File: src/rtl/vid_fetch.sv
// vid_fetch: SDRAM burst prefetcher feeding a first-word-fall-through video FIFO.
// Define VID_FETCH_UNDERRUN_EN to build the sticky underrun detector; otherwise underrun is tied low.
module vid_fetch #(
  parameter logic [21:0] BASE_ADDR   = 22'h000000,
  parameter int          FRAME_WORDS = 153600,
  parameter int          BURST       = 8,
  parameter int          DEPTH       = 16
) (
  input  logic        clk,
  input  logic        rst,
  input  logic        ce,
  input  logic        req,
  input  logic        vsync,
  output logic [31:0] viddata,
  output logic        rd_req,
  output logic [21:0] rd_addr,
  input  logic        rd_ack,
  input  logic        rd_valid,
  input  logic [31:0] rd_data,
  output logic        underrun
);
  localparam int PW = $clog2(DEPTH);
  localparam int LW = PW + 1;
  localparam int BW = $clog2(BURST + 1);
  localparam logic [21:0]   FW   = 22'(FRAME_WORDS);
  localparam logic [21:0]   BL   = 22'(BURST);
  localparam logic [LW-1:0] ROOM = LW'(DEPTH - BURST);
  localparam logic [BW-1:0] LAST = BW'(BURST - 1);
  typedef enum logic [1:0] {IDLE, REQ, DATA, DRAIN} state_t;
  state_t state_q, state_d;
  logic [31:0] mem [DEPTH];
  logic [PW-1:0] rptr_q, rptr_d, wptr_q, wptr_d;
  logic [LW-1:0] level_q, level_d;
  logic [21:0] words_issued_q, words_issued_d;
  logic [BW-1:0] beat_q, beat_d;
  logic vsync_q, frame_start, empty, pop, push, last_beat, flush, ack;
  assign frame_start = vsync & ~vsync_q;
  assign empty       = level_q == '0;
  assign pop         = req & ce & ~empty;
  assign last_beat   = rd_valid && beat_q == LAST;
  assign ack         = state_q == REQ && rd_ack;
  always_ff @(posedge clk or posedge rst)
    if (rst) state_q <= IDLE;
    else state_q <= state_d;
  // A frame start on the final beat of a burst has nothing left to drain, so it flushes at once.
  always_comb begin
    state_d = state_q;
    flush = 1'b0;
    case (state_q)
      IDLE: begin
        flush = frame_start;
        if (!frame_start && level_q <= ROOM && words_issued_q < FW) state_d = REQ;
      end
      REQ: begin
        flush = frame_start & ~rd_ack;
        if (rd_ack) state_d = frame_start ? DRAIN : DATA;
        else if (frame_start) state_d = IDLE;
      end
      DATA: begin
        flush = frame_start & last_beat;
        if (last_beat) state_d = IDLE;
        else if (frame_start) state_d = DRAIN;
      end
      default: begin
        flush = last_beat;
        if (last_beat) state_d = IDLE;
      end
    endcase
  end
  // Beats whose frame position lies beyond FRAME_WORDS belong to the padded final burst and are dropped.
  always_comb begin
    rd_req  = state_q == REQ;
    rd_addr = BASE_ADDR + words_issued_q;
    push    = state_q == DATA && rd_valid && (words_issued_q - BL + 22'(beat_q)) < FW;
    viddata = empty ? 32'h0 : mem[rptr_q];
  end
  always_comb begin
    words_issued_d = flush ? '0 : words_issued_q + (ack ? BL : 22'h0);
    beat_d         = ack ? '0 : beat_q + BW'(rd_valid && (state_q == DATA || state_q == DRAIN));
    rptr_d         = flush ? '0 : rptr_q + PW'(pop);
    wptr_d         = flush ? '0 : wptr_q + PW'(push);
    level_d        = flush ? '0 : level_q + LW'(push) - LW'(pop);
  end
  always_ff @(posedge clk or posedge rst)
    if (rst) begin
      rptr_q         <= '0;
      wptr_q         <= '0;
      level_q        <= '0;
      words_issued_q <= '0;
      beat_q         <= '0;
      vsync_q        <= 1'b0;
    end else begin
      rptr_q         <= rptr_d;
      wptr_q         <= wptr_d;
      level_q        <= level_d;
      words_issued_q <= words_issued_d;
      beat_q         <= beat_d;
      vsync_q        <= vsync;
    end
  always_ff @(posedge clk)
    if (push) mem[wptr_q] <= rd_data;
`ifdef VID_FETCH_UNDERRUN_EN
  logic underrun_q, underrun_d;
  assign underrun_d = frame_start ? 1'b0 : underrun_q | (req & ce & empty);
  always_ff @(posedge clk or posedge rst)
    if (rst) underrun_q <= 1'b0;
    else underrun_q <= underrun_d;
  assign underrun = underrun_q;
`else
  assign underrun = 1'b0;
`endif
endmodule
File: config.mk
export PLATFORM = sky130hd
export DESIGN_NAME = vid_fetch
export DESIGN_NICKNAME = d
export VERILOG_FILES = /design/src/rtl/vid_fetch.sv
export SDC_FILE = /design/constraint.sdc
export NUM_CORES = 1
export LEC_CHECK = 0
export ABC_AREA = 1
export CORE_UTILIZATION = 50
export DETAILED_ROUTE_END_ITERATION = 7
export MAX_ROUTING_LAYER = met4
export PLACE_DENSITY_LB_ADDON = 0.25
export SLEW_MARGIN = 15
export SYNTH_ARGS = -nofsm -noshare
export SYNTH_HDL_FRONTEND = slang
export SYNTH_SLANG_ARGS = --single-unit
File: constraint.sdc
create_clock -name clk -period 11.09 [get_ports clk]
set_clock_uncertainty 0.05 [all_clocks]
set_input_delay 3.327 -clock clk [delete_from_list [all_inputs] [get_ports clk]]
set_output_delay 3.327 -clock clk [all_outputs]
set_load 0.02 [all_outputs]
==> results of run 1 <==
## power by group through the flow
stage | combinational (mW) | clock (mW) | sequential, mW
after floorplan | 1.26 | 0 | 2.37
after global placement | 1.77 | 0 | 2.42
after detailed placement | 1.82 | 0 | 2.42
after CTS | 1.83 | 1.73 | 2.38
after global routing | 2.03 | 1.81 | 2.39
final | 1.83 | 1.70 | 2.38
## worst min path at each step
stage / endpoint / slack, ns / depth (start not counted)
5_1_grt: beat_q[3] / 0.57 / 2
3_5_place_dp: beat_q[2] / 0.50 / 2
3_3_place_gp: beat_q[2] / 0.49 / 2
4_1_cts: beat_q[2] / 0.52 / 2
6_report: beat_q[2] / 0.52 / 2
2_1_floorplan: beat_q[3] / 0.47 / 2
## state kept, by name (all words and copies together) (netlist names)
register and count:
wptr_q 4, rptr_q 4, beat_q 4, level_q 5
vsync_q 1, words_issued_q 19, mem 512, state_q 2
## area by class of cell
type,instances,area (sq um),area share (%)
clock buffers,72,1440,5.42
well taps,600,751,2.83
repair buffers,119,1120,4.21
clock inverters,28,194,0.730
multi-input cells,1161,6290,23.7
diodes,4,10.0,0.0377
flip-flops and latches,551,16400,61.6
inverters,105,402,1.51
## metrics by stage
stage / instances / worst slack [ns] / hold slack [ns] / total power [mW]
global route: 2640 / 2.49 / 0.568 / 6.23
floorplan: 1931 / 5.40 / 0.469 / 3.63
finish: 2640 / 2.78 / 0.518 / 5.92
detailed placement: 2536 / 3.46 / 0.499 / 4.24
CTS: 2636 / 2.80 / 0.516 / 5.94
global placement: 2536 / 3.54 / 0.492 / 4.20
## logic make-up after synthesis
| logic type | count (synthesis) |
|---|---|
| AO/OA/AOI/OAI | 476 |
| adder cells (fa/ha/maj) | 61 |
| other | 1 |
| AND/OR/NAND/NOR | 598 |
| XOR/XNOR | 22 |
| flip-flops | 551 |
| buffers and inverters | 219 |
## worst max-delay path, cell delays in order (launching register included)
cell and delay (ns):
dfrtp_4 0.98, buf_4 0.75, buf_4 0.83, o21ai_0 0.21
o221ai_1 0.25, nand3_1 0.10, a21oi_1 0.34, clkdlybuf4s50_1 0.71
## cells in the final DEF (no fill, tap or decap), types with 4 or more instances in the layout
cell type        count
edfxtp_1           512
nor2_1             364
o21ai_0            276
nand2_1            125
inv_1              100
clkdlybuf4s50_1     90
o221ai_1            89
nand3_1             72
ha_1                60
clkbuf_16           55
a21oi_1             51
o22ai_1             40
dfrtp_1             36
buf_4               29
clkbuf_1            17
nor2_4              16
xor2_1              15
clkinv_2            13
o21ai_1             13
clkinv_1            11
nand4_1              6
xnor2_1              6
diode_2              4
nor3_1               4
conb_1               4
## routing by layer
metal | track usage, % | vias to the layer above | share of wire (%)
li1 | - | 7109 | -
met1 | 32.7 | 7610 | 42
met2 | 39.4 | 577 | 48
met3 | 4.57 | 103 | 7.4
met4 | 7.44 | 0 | 2.7
met5 | - | - | 0
## cells in the mapped netlist, drive strengths merged
cell type / n / share of area [%]
nor2: 383 / 6.3
conb: 1 / 0.016
nand4: 6 / 0.16
o21bai: 1 / 0.032
nand3: 74 / 1.7
buf: 27 / 0.65
dfrtp: 39 / 4.2
nand2: 128 / 2.1
fa: 1 / 0.086
a21boi: 1 / 0.032
clkinv: 1 / 0.016
nor3b: 2 / 0.064
a31oi: 1 / 0.027
xor2: 16 / 0.63
ha: 60 / 3.2
o22ai: 40 / 1.1
clkbuf: 87 / 1.4
a21oi: 51 / 1.1
inv: 104 / 1.7
o211ai: 2 / 0.064
xnor2: 6 / 0.22
edfxtp: 512 / 66
a31o: 1 / 0.037
o21ai: 290 / 6.2
and2: 1 / 0.027
o221ai: 89 / 3.3
nor3: 4 / 0.086
==> metrics, run 1 <==
Final Cycle Share 74.9%; Final Hold Vio Count 0; Max Slew Vio Count 0; area share of xor/xnor cells in the synthesized design 0.856%; Ys Warns 0; Setup CP Type flip-flop to primary output; register share of total power 40.3%; DR WL/cell roughly 21 um; mapped cell area 23400 sq um; Worst Setup SP rptr_q[0]; Internal 3.89 mW; worst-path fanout max 92; Clk pwr share around 29%; num ports 95; post-synthesis cell count 1928; largest net degree at the start of global routing roughly 100; 1st-iter DRT viols 1289; nets between 2000 and 2500; TritonRoute pass-1 iters 5; run status complete, no violations; pwr dens 223 nW/um^2; Comb power frac 31.0%; adder-cell area share of the yosys netlist 3.29%; crit path time final 8.31 ns; drt drc 0; post-synthesis compound-gate area fraction 11.9%; full die area between 40000 and 50000 sq um; library cells used by synthesis 37; GRT Total Usage 24.9%; Core Region around 46000 sq um; f_max 120 MHz; Routed Wire Length 56300 um; Worst EP arrival 4.93 ns; die width approximately 220 um; Startpoint Class flip-flop; Vias 15399; Max VDD drop 205 uV; die height 218 um; CTS Buf Count 55; postcts setup bufs 0; clk slew on worst S/H paths 0.06 ns; hpwl dp 28000 um; slew margin rel. around a quarter; crit path capture viddata[9]; Sink Count 551; synthesized area per cell 12.1 sq um; CTS Buffer Depth 3; post_cts resized 0; final RePlAce weighted congestion 0.865; H-tree Lvls 2; TNS Setup 0 ns; CP Capture Type primary output; fin area ~27000 sq um; worst r2r src words_issued_q[11]; Remaining Overflow, GRT 0; first-pass GRT wire length 87200 um; Sw Share 34.3%; Clock Latency Late Sink 0.58 ns; Max-cap violations 0; share of post-route cells with drive strength above 1 under 10%; initial antenna violation count 4; Placed Area 24900 sq um; worst reg2reg endpoint level_q[4]; clk root buf clkbuf_16; Hold Crit Start beat_q[2]; Area Growth Syn to Fin 13.5%; endpoints failing setup 0; Yosys reg bits 551; HP Class flip-flop to flip-flop; Pleak around 9.2 nW; Net Switching 2.03 mW; vias in the first global route roughly 15000; WP data required 7.71 ns; Worst Tran Pin Value approximately 1.1 ns; Post-Synth Simple-Gate Area between 10% and 20%; final core occ between 50% and 60%; main combinational cell family by area after synthesis compound AO/OA/AOI/OAI gates; CTS Hold Bufs 0; Via density 5.83; unrepaired setup endpoints after global routing no; Port Buffers 90; starting density of the core 51.1%; FILL cells 3652; CTS tree yes; Reg2Reg Depth 23; multiplexer share of the synthesized area 0%; sequential share of the synthesized area 69.9%; register-to-register setup slack 6.93 ns; Rows 78; antenna viol nets, final 0
No activity file was read; power rests on OpenSTA's default activity.
==> run 2, diff against run 1 <==
==> constraint.sdc (replaced) <==
create_clock -name clk -period 7.8 [get_ports clk]
set_clock_uncertainty 0.05 [all_clocks]
set_input_delay 2.34 -clock clk [delete_from_list [all_inputs] [get_ports clk]]
set_output_delay 2.34 -clock clk [all_outputs]
set_load 0.02 [all_outputs]
==> run 2 against run 1 <==
Net effect:
- sequential cell count is the same
- die area unchanged
- register-to-register slack got worse by 3.3 ns
- non-clock buffer count increased by 1
- via count is 0.60% lower
- core utilization is 0.39 points higher
- clock-buffer cell count fell by 9
- critical path depth rose by 1
- hold slack improved by 0.0026 ns
- sequential power is 40% higher
- critical endpoint is now viddata[3]
- largest power group unchanged
==> metrics, run 2 (synthesized netlist as in run 1, its figures left out) <==
starting density of the core 51.1% (unchanged); Worst EP arrival 3.96 ns (-0.97 ns); Sw Share 33.6% (-0.67 points); TNS Setup 0 ns (unchanged); Vias 15306 (-0.60%); CP max stage delay 0.89 ns (-0.09 ns); flip-flop count of the largest register after layout 512 (unchanged); Final Non-Filler Cells 2638 (-0.076%); first-pass GRT wire length 86000 um (-1.3%); CTS Hold Bufs 0 (unchanged); Startpoint Class flip-flop; postcts setup bufs 0 (unchanged); Clk pwr share 30.4% (+1.6 points); Pleak 9.29 nW (+0.99%); die height 218 um (unchanged); Area Growth Syn to Fin 14.3%; HP Class flip-flop to flip-flop; crit-path cells buf_4 -> o21ai_0 -> o22ai_1 -> nor2_1 -> nor2_1 -> o21ai_1 -> a21oi_1 -> clkdlybuf4s50_1; endpoints failing setup 0 (unchanged); CTS tree yes; met1 usage 33.0% (+0.26 points); Multi-input gate area 6290 sq um (unchanged); Remaining Overflow, GRT 0 (unchanged); initial antenna violation count 3 (-1); antenna viol nets, final 0 (unchanged); f_max 158 MHz; Largest regs mem: 512 flops, words_issued_q: 19 flops, level_q: 5 flops; Reg2Reg Depth 23 (unchanged); fin area 26700 sq um (+0.68%); Setup CP Type flip-flop to primary output; most common cell after layout, fill and taps aside edfxtp_1; final core occ 58.4% (+0.39 points); sequential standard cell area 16400 sq um (unchanged); Hold Path Cell Cnt 2 (unchanged); GR peak layer met2; Max Slew Vio Count 0 (unchanged); clk root buf clkbuf_16; H-tree Lvls 2 (unchanged); Worst Tran Pin Value 1.44 ns (+0.312 ns); Top cell by count, worst path nor2_1; CTS Buffer Depth 3 (unchanged); slew margin rel. 3.84% (-21 points); unrepaired setup endpoints after global routing no; 1st-iter DRT viols 1487 (+15%); register share of total power 38.6% (-1.7 points); GRT Total Usage 24.4% (-0.45 points); Biggest register mem; TritonRoute pass-1 iters 5 (unchanged); Max VDD drop 285 uV (+39%); CTS Buf Count 54 (-1.8%); Via density 5.80 (-0.53%); vias in the first global route 14665 (-4.0%); Net Switching 2.90 mW (+43%); worst-path fanout max 97 (+5.4%); Critical-path top delay cell buf_4; Routed Wire Length 55800 um (-0.92%); Final Hold Vio Count 0 (unchanged); CP Capture Type primary output; pwr dens 323 nW/um^2 (+45%); Comb power frac 31.1% (about the same); hpwl dp 29400 um (+5.1%); nets 2093 (unchanged); num ports 95 (unchanged); full die area 47700 sq um (unchanged); crit path time final about 6.3 ns; drt drc 0 (unchanged); largest net degree at the start of global routing 258 (+150%); overall power 8.63 mW (+46%); FILL cells 3628 (-0.66%); Stages on worst setup path 8 (+1); placed cells 2537 (+0.039%); delay-heaviest family, CP buffers and inverters; Core Region 45800 sq um (unchanged); most frequent cells in the layout edfxtp_1, nor2_1, o21ai_0; Final Cycle Share about four fifths; Rows 78 (unchanged); clk slew on worst S/H paths 0.07 ns (about the same); final RePlAce weighted congestion 0.824 (-4.7%); GRT met3 Usage 3.80% (-0.77 points); Internal 5.73 mW (+47%); Worst Path Buf+Inv 2 (-1); run status complete, no violations; die width 218 um (unchanged); Sink Count 551 (unchanged); WP data required 5.41 ns (-2.30 ns); grt met2 use 38.5% (-0.95 points); Port Buffers 90 (unchanged); Clock Latency Late Sink 0.60 ns (+0.02 ns); Placed Area 25000 sq um (+0.13%); DR WL/cell 21.2 um (-0.84%); share of post-route cells with drive strength above 1 7.08% (+0.40 points); post_cts resized 0 (unchanged); Max-cap violations 0 (unchanged)
-- run 2: tightest hold or removal path: cells and delay by family, from the launching register on --
| family | cells | cell delay, ns |
|---|---|---|
| AND/OR/NAND/NOR | 1 | 0.08 |
| flip-flops | 1 | 0.38 |
| XOR/XNOR | 1 | 0.07 |
-- run 2: final timing paths --
| kind | to | slack [ns] | from |
|---|---|---|---|
| min in group asynchronous | vsync_q | 2.11 | rst |
| setup / recovery | viddata[3] | 1.45 | rptr_q[1] |
| setup reg to reg | level_q[4] | 3.65 | words_issued_q[11] |
| hold / removal | beat_q[2] | 0.52 | beat_q[2] |
| hold reg to reg | beat_q[2] | 0.52 | beat_q[2] |
| max in group asynchronous | rptr_q[1] | 5.16 | rst |
-- run 2: stage by stage --
stage / hold WS (ns) / setup slack (ns)
after global placement: 0.493 / 2.09
final: 0.521 / 1.45
after CTS: 0.522 / 1.48
after global routing: 0.543 / 1.23
after detailed placement: 0.505 / 2.14
after floorplan: 0.469 / 3.10
-- run 2: power by group through the flow --
stage          logic, mW  clock network, mW  registers [mW]
2_1_floorplan       1.79                  0            3.37
3_3_place_gp        2.61                  0            3.39
3_5_place_dp        2.66                  0            3.39
4_1_cts             2.67               2.65            3.33
5_1_grt             2.96               2.77            3.34
6_report            2.68               2.62            3.33
-- run 2: area by class of cell --
cell class | count | area share, %
sequential | 551 | 61.2
multi-input combinational | 1161 | 23.5
clock buffer | 63 | 5.25
timing repair buffer | 120 | 4.30
tap | 600 | 2.81
inverter | 105 | 1.50
clock inverter | 35 | 1.42
antenna | 3 | 0.0281
-- run 2: per-layer routing --
metal  up-vias  part of all wire, %
met2       594                   47
met4         0                  2.3
met1      7504                   43
met3        87                  7.3
met5         -                    0
li1       7121                    -
